[src/rtl/mem_arb_pkg.sv]
// Shared types for the IFU/LSU memory-port arbiter: FSM states, owner encoding,
// the latched request bundle and the conflict-resolution helper.
package mem_arb_pkg;

    localparam int ARB_ADDR_MAX = 64;

    typedef enum logic [1:0] {
        ST_IDLE = 2'd0,
        ST_REQ  = 2'd1,
        ST_WAIT = 2'd2,
        ST_DONE = 2'd3
    } arb_state_t;

    typedef enum logic {
        OWN_IFU = 1'b0,
        OWN_LSU = 1'b1
    } owner_t;

    typedef struct packed {
        logic [ARB_ADDR_MAX-1:0] addr;
        logic                    wen;
        logic [63:0]             wdata;
        logic [7:0]              wmask;
    } req_bundle_t;

    // On a conflict the requester that did not own the previous transaction wins.
    function automatic owner_t pick_winner(input logic ifu_ask, input logic lsu_ask,
                                           input owner_t last);
        if (ifu_ask && lsu_ask) begin
            return (last == OWN_IFU) ? OWN_LSU : OWN_IFU;
        end
        return lsu_ask ? OWN_LSU : OWN_IFU;
    endfunction

endpackage

[src/rtl/mem_arb_watchdog.sv]
// Response watchdog: counts cycles while enabled and flags the last allowed cycle.
// TIMEOUT of 0 disables it entirely.
module mem_arb_watchdog #(
    parameter int TIMEOUT = 255
) (
    input  logic clk,
    input  logic rst,
    input  logic clear,
    input  logic enable,
    output logic expired
);

    localparam int CW = (TIMEOUT > 0) ? $clog2(TIMEOUT + 1) : 1;
    localparam logic [CW-1:0] LAST = CW'(TIMEOUT - 1);
    localparam logic [CW-1:0] SAT  = CW'(TIMEOUT);

    logic [CW-1:0] r_cnt;

    always_ff @(posedge clk or negedge rst) begin
        if (!rst) begin
            r_cnt <= '0;
        end else if (clear) begin
            r_cnt <= '0;
        end else if (enable && (r_cnt != SAT)) begin
            r_cnt <= r_cnt + CW'(1);
        end
    end

    assign expired = (TIMEOUT != 0) && enable && (r_cnt == LAST);

endmodule

[src/rtl/mem_port_arbiter.sv]
// Shares one memory port between instruction fetch and load/store, one transaction
// in flight, with alternating conflict priority, fetch flush and a response watchdog.
module mem_port_arbiter
    import mem_arb_pkg::*;
#(
    parameter int ADDR_W  = 64,
    parameter int TIMEOUT = 255
) (
    input  logic              clk,
    input  logic              rst,
    input  logic              ifu_req,
    input  logic [ADDR_W-1:0] ifu_addr,
    input  logic              ifu_flush,
    output logic              ifu_gnt,
    output logic              ifu_rvalid,
    output logic [31:0]       ifu_rdata,
    input  logic              lsu_req,
    input  logic              lsu_wen,
    input  logic [ADDR_W-1:0] lsu_addr,
    input  logic [63:0]       lsu_wdata,
    input  logic [7:0]        lsu_wmask,
    output logic              lsu_gnt,
    output logic              lsu_finish,
    output logic [63:0]       lsu_rdata,
    output logic              mem_req_valid,
    input  logic              mem_req_ready,
    output logic [ADDR_W-1:0] mem_addr,
    output logic              mem_wen,
    output logic [63:0]       mem_wdata,
    output logic [7:0]        mem_wmask,
    input  logic              mem_resp_valid,
    input  logic [63:0]       mem_resp_data,
    output logic              timeout_err
);

    arb_state_t  r_state, w_state_next;
    owner_t      r_owner, r_last_owner, w_winner;
    req_bundle_t r_req;
    logic        r_drop;
    logic        r_timeout_err;
    logic [63:0] r_lsu_rdata;
    logic [31:0] r_ifu_rdata;

    logic        w_ifu_ask, w_lsu_ask, w_grant;
    logic        w_expired, w_capture;
    logic [63:0] w_cap_data;

    assign w_ifu_ask  = ifu_req & ~ifu_flush;
    assign w_lsu_ask  = lsu_req;
    assign w_winner   = pick_winner(w_ifu_ask, w_lsu_ask, r_last_owner);
    assign w_capture  = (r_state == ST_WAIT) && (mem_resp_valid || w_expired);
    assign w_cap_data = mem_resp_valid ? mem_resp_data : 64'd0;

    mem_arb_watchdog #(
        .TIMEOUT (TIMEOUT)
    ) u_watchdog (
        .clk     (clk),
        .rst     (rst),
        .clear   ((r_state == ST_REQ) && mem_req_ready),
        .enable  (r_state == ST_WAIT),
        .expired (w_expired)
    );

    always_ff @(posedge clk or negedge rst) begin
        if (!rst) begin
            r_state <= ST_IDLE;
        end else begin
            r_state <= w_state_next;
        end
    end

    // Grants are gated by reset so nothing pulses while the block is held in reset.
    always_comb begin
        w_state_next  = r_state;
        w_grant       = 1'b0;
        ifu_gnt       = 1'b0;
        lsu_gnt       = 1'b0;
        mem_req_valid = 1'b0;
        lsu_finish    = 1'b0;
        ifu_rvalid    = 1'b0;
        case (r_state)
            ST_IDLE: begin
                if (rst && (w_ifu_ask || w_lsu_ask)) begin
                    w_grant      = 1'b1;
                    ifu_gnt      = (w_winner == OWN_IFU);
                    lsu_gnt      = (w_winner == OWN_LSU);
                    w_state_next = ST_REQ;
                end
            end
            ST_REQ: begin
                mem_req_valid = 1'b1;
                if (mem_req_ready) begin
                    w_state_next = ST_WAIT;
                end
            end
            ST_WAIT: begin
                if (mem_resp_valid || w_expired) begin
                    w_state_next = ST_DONE;
                end
            end
            ST_DONE: begin
                lsu_finish   = (r_owner == OWN_LSU);
                ifu_rvalid   = (r_owner == OWN_IFU) && !r_drop;
                w_state_next = ST_IDLE;
            end
            default: w_state_next = ST_IDLE;
        endcase
    end

    always_ff @(posedge clk or negedge rst) begin
        if (!rst) begin
            r_owner       <= OWN_IFU;
            r_last_owner  <= OWN_IFU;
            r_req         <= '0;
            r_drop        <= 1'b0;
            r_timeout_err <= 1'b0;
            r_lsu_rdata   <= '0;
            r_ifu_rdata   <= '0;
        end else begin
            r_timeout_err <= 1'b0;
            if (w_grant) begin
                r_owner      <= w_winner;
                r_last_owner <= w_winner;
                if (w_winner == OWN_LSU) begin
                    r_req <= '{addr: ARB_ADDR_MAX'(lsu_addr), wen: lsu_wen,
                               wdata: lsu_wdata, wmask: lsu_wmask};
                end else begin
                    r_req <= '{addr: ARB_ADDR_MAX'(ifu_addr), wen: 1'b0,
                               wdata: 64'd0, wmask: 8'd0};
                end
            end
            if (w_capture) begin
                r_timeout_err <= !mem_resp_valid;
                if (r_owner == OWN_LSU) begin
                    r_lsu_rdata <= w_cap_data;
                end else if (!r_drop && !ifu_flush) begin
                    // A discarded fetch is not a completion, so the old word is kept.
                    r_ifu_rdata <= r_req.addr[2] ? w_cap_data[63:32] : w_cap_data[31:0];
                end
            end
            if (r_state == ST_DONE) begin
                r_drop <= 1'b0;
            end else if (ifu_flush && (r_owner == OWN_IFU) && (r_state != ST_IDLE)) begin
                r_drop <= 1'b1;
            end
        end
    end

    assign mem_addr    = r_req.addr[ADDR_W-1:0];
    assign mem_wen     = r_req.wen;
    assign mem_wdata   = r_req.wdata;
    assign mem_wmask   = r_req.wmask;
    assign lsu_rdata   = r_lsu_rdata;
    assign ifu_rdata   = r_ifu_rdata;
    assign timeout_err = r_timeout_err;

endmodule

[config.mk]
export PLATFORM = sky130hd
export DESIGN_NAME = mem_port_arbiter
export DESIGN_NICKNAME = d
export VERILOG_FILES = /design/src/rtl/mem_arb_pkg.sv /design/src/rtl/mem_arb_watchdog.sv /design/src/rtl/mem_port_arbiter.sv
export SDC_FILE = /design/constraint.sdc
export NUM_CORES = 1
export LEC_CHECK = 0
export BUFFER_PORTS_ARGS = -buffer_cell sky130_fd_sc_hd__buf_2
export CORE_AREA = 2 2 201 203
export CTS_BUF_LIST = sky130_fd_sc_hd__clkbuf_8
export CTS_CLUSTER_DIAMETER = 30
export DETAILED_ROUTE_END_ITERATION = 6
export DIE_AREA = 0 0 203 205
export SYNTH_ARGS = -nofsm -noshare
export SYNTH_HDL_FRONTEND = slang
export SYNTH_SLANG_ARGS = --single-unit
[constraint.sdc]
create_clock -name clk -period 1.86 [get_ports clk]
set_input_delay 0.279 -clock clk [delete_from_list [all_inputs] [get_ports clk]]
set_output_delay 0.279 -clock clk [all_outputs]
set_load 0.1 [all_outputs]
# == Word level (Yosys, flattened, before mapping) ==
# Cells that the tools add are included.
# word_totals
output_inout_bits,239
register_bits,246
wordCells,72
in_bits,272
# classes
eq_ne,8
bitwise_logic,4
add_sub_neg,1
n_mux,26
reduce_logical,22
# op_table
op,n
$mux W137,1
$mux W64,1
$mux W32,1
$mux W1,17
$mux W8,2
$logic_and A1 B1 Y1,10
$add A8 B1 Y8 const B,1
$eq A8 B8 Y1 const B,1
$ne A8 B8 Y1 const B,1
$pmux W2 S4,1
$mux W2,3
$ne A2 B2 Y1 const B,3
$reduce_and A3 Y1,2
$reduce_bool A2 Y1,3
$eq A2 B2 Y1 const B,2
$logic_not A1 Y1,3
$not A1 Y1,3
$eq A2 B1 Y1 const B,1
$logic_not A2 Y1,1
$logic_or A1 B1 Y1,2
$reduce_and A2 Y1,1
$and A1 B1 Y1,1

# == Logic depth before layout (Yosys ltp) ==
# logic_depth
depth_word,8
ltp_mapped,8
depth_no_buf,6

# == By module ==
# Synthesis repeated with hierarchy kept, for this count alone.
# unflattened
cells_unflattened,917
hier_area_um2,10100.9
# by_module_without_submodules
module,instances,seq_area_each_um2,area_each_um2,cells_each
mem_port_arbiter,1,5955.7,9600.5,866
mem_arb_watchdog,1,200.2,500.5,51

# == Worst setup path before layout ==
# No wires, ideal clock.
# synth_path
path_kind,reg2out
start,register r_state[0]
end,output port ifu_rvalid
t_required_ns,1.581
n_path_buf,0
t_arrival_ns,2.740
stages_incl_launch_ff,3
path_slack_ns,-1.159
path_cell_list,dfrtp_1 -> ha_1 -> nor3b_1
# synth_via
elab_chain_len,2
# synth_rtl
element,line,text
from (decl),mem_port_arbiter.sv:36,"arb_state_t r_state, w_state_next;"
from (signal assigned),mem_port_arbiter.sv:68,r_state <= w_state_next;
$eq A2 B2 Y1,mem_port_arbiter.sv:81,case (r_state)
$mux W1,mem_port_arbiter.sv:81,
to (decl),mem_port_arbiter.sv:15,"output logic ifu_rvalid,"
# No other way between the ends.

# == Final worst setup path ==
# layout_path
start,register r_state[0]
end,output port lsu_gnt
# layout_via
elab_chain_len,2
# layout_rtl
element,line,text
$logic_not A2 Y1,mem_port_arbiter.sv:81,
$mux W1,mem_port_arbiter.sv:81,
to (decl),mem_port_arbiter.sv:22,"output logic lsu_gnt,"
# No other way between the ends.

==> metrics <==
Worst Path Max Fanout 4; Hold Fails Final Rpt 0; Placer Congestion 0.866; CTS sink cnt 246; Die W 203 um; Max Slew Vio Count 0; Max Cap Violations 0; commonest non-fill, non-tap cells in the layout 503 x buf_2, 263 x dlygate4sd3_1, 244 x dfrtp_1; failing checks setup timing; total gr overflow 0; diode count 0; Die H 205 um; CP arrival 1.73 ns; CP max stage cell dfrtp_1; I/O Buffers 510; Final min period 2.00 ns; Worst-path clk slew 0.05 ns; vias in the first global route 11.0k; DR vias 10.5k; Seq cells post-synth 246; final net count 2,028; Placeable Area 39,400 sq um; Worst Skew 0.0345 ns; main combinational cell family by area after synthesis compound AO/OA/AOI/OAI gates; initial antenna violation count 0; CP delay by family, top flip-flops; hold path start lsu_addr[26]; post-synthesis simple-gate area fraction 0.0987; htree depth 2; first-pass GRT wire length 58,800 um; max frequency 0.499 GHz; mux cell area share after synthesis 0.0934; Crit. Startpoint r_state[0]; hpwl dp 25,200 um; wire length per cell 17.2 um; area fraction in compound gates after synthesis 0.159; Rows 73; register area share after synthesis 0.592; most common cell after layout, fill and taps aside buf_2; Crit path buffers/inverters 2; syn nets 1,205; Remaining DRCs 0; Synth Area in Adders 0.00722; Tcrit/Tclk final 1.08; RSZ-0062 raised after global routing yes; setup ws final -0.144 ns; share of post-route cells with drive strength above 1 0.387; Finished Cell Area 18,100 sq um; Largest stage delay, worst path 0.40 ns; CP Launch Type flop; path type of the worst min-delay path in -> reg; Ports 511; die area 41,600 sq um; Total Wirelength 39,900 um; Hold WS 0.0999 ns; Post-Syn Area 10,400 sq um; Core Util, Final 0.459; critical path cell sequence inv_2, ha_4, o211ai_4, nor2_4, buf_12; Root Buffer clkbuf_8; total CTS buffers 57; critical path required time 1.58 ns; largest net degree at the start of global routing 121; Yosys cell types 45; pre-CTS setup slack 0.0111 ns; CTS tree yes; crit path capture type output pin; Synth Area per Inst 11.2 sq um; synthesis-to-finish area growth 73.7%; antenna-violating nets left 0; Ys Warns 0; Starting Density 0.264; status finished with violations; Clock Latency Late Sink 0.61 ns; critical path class reg -> out; DR vias/cell 4.52; Syn Inst Count 927; Global Route Usage Sum 0.180; Slew @ Worst Pin 0.822 ns; worst reg2reg startpoint r_state[1]; Max clock buf depth 3; DR iter-0 viols 465; Slew HR 0.452; post-synthesis xor/xnor area fraction 0.00253; Area after DPL 13,700 sq um; Finish-stage setup viols 100; 1st-pass router iterations 4
-- sequential cells by signal, summed over array words and instances (netlist names) --
name / count
mem_wen: 1
lsu_rdata: 64
mem_wdata: 64
r_drop: 1
r_state: 2
mem_addr: 64
u_watchdog.r_cnt: 8
timeout_err: 1
r_last_owner: 1
mem_wmask: 8
ifu_rdata: 32
-- path summary, 6_finish.rpt --
kind	slack [ns]	end	cells past startpoint
worst max register to register	-0.13	lsu_rdata[24]	8
worst min-delay path	0.1	mem_addr[26]	3
min in group asynchronous	0.39	mem_addr[36]	3
worst min register to register	0.47	mem_addr[8]	2
max in group asynchronous	0.75	mem_addr[2]	3
worst max-delay path	-0.14	lsu_gnt	5
-- layer usage --
metal  track usage  part of all wire  vias up
li1              -                 -     4922
met1         0.204              0.39     4900
met2         0.304              0.48      557
met3        0.0562             0.082      118
met4        0.0944             0.045        0
met5             0                 0        -
-- cell usage after synthesis, drive strengths merged --
cell type,n,area share
and4,1,0.00084
nand2,215,0.078
nor2,10,0.0036
mux2i,96,0.092
buf,53,0.038
a221oi,1,0.0014
nor3b,2,0.0014
nor2b,2,0.0012
a211oi,1,0.00072
and3,3,0.0023
nor4b,3,0.0031
inv,4,0.0014
a311oi,1,0.00084
o2111ai,1,0.00084
clkbuf,20,0.0076
ha,6,0.0072
o32a,1,0.00096
a21oi,1,0.00048
a22o,64,0.054
o2bb2ai,32,0.027
o21ai,140,0.067
dfrtp,246,0.59
o31ai,1,0.00072
xor2,2,0.0017
mux2,1,0.0011
a31oi,1,0.00060
xnor2,1,0.00084
a41o,1,0.0011
a41oi,1,0.00084
a21o,1,0.00072
nand3,3,0.0026
nand3b,2,0.0014
nor3,2,0.00096
and2,3,0.0018
nand4,3,0.0018
o211ai,2,0.0019
-- worst register-to-register path, cell delays in order, from the launching register on --
cell and delay (ns):
dfrtp_2 0.39, buf_4 0.11, buf_4 0.10, ha_1 0.17, and3_4 0.20, a41o_4 0.24
nand3_4 0.21, clkbuf_16 0.27, a22o_1 0.18
-- cells by family (layout without fill, tap and decap cells) --
| group | after synthesis | after routing |
|---|---|---|
| buffers and inverters | 77 | 945 |
| adder cells (fa/ha/maj) | 6 | 6 |
| flip-flops | 246 | 246 |
| AND/OR/NAND/NOR | 249 | 250 |
| AO/OA/AOI/OAI | 249 | 249 |
| multiplexers | 97 | 97 |
| XOR/XNOR | 3 | 3 |
-- area by class of cell --
cell class	count	area (sq um)
multi-input combinational	605	3930
inverter	4	15.0
clock inverter	37	337
sequential	246	6160
clock buffer	68	936
timing repair buffer	836	6040
fill	3491	21300
tap	525	657
-- metrics by stage --
step / instances / setup TNS (ns)
5_1_grt: 2321 / -14.07
3_5_place_dp: 1928 / 0
6_report: 2321 / -7.84
2_1_floorplan: 927 / -0.352
4_1_cts: 2303 / -0.902
3_3_place_gp: 1928 / 0
-- timing repair --
| item | in CTS | in global routing |
|---|---|---|
| hold endpoints to repair | 478 | 0 |
| pin swaps | 7 | 7 |
| buffers inserted | 7 | 11 |
| hold buffers | 263 | 0 |
| gates resized for setup | 7 | 27 |
| gates cloned | 0 | 8 |
| setup endpoints to repair | 8 | 97 |
Power is not shown: default switching activity piles up to over one toggle a cycle in this logic, so the estimate is an artifact.
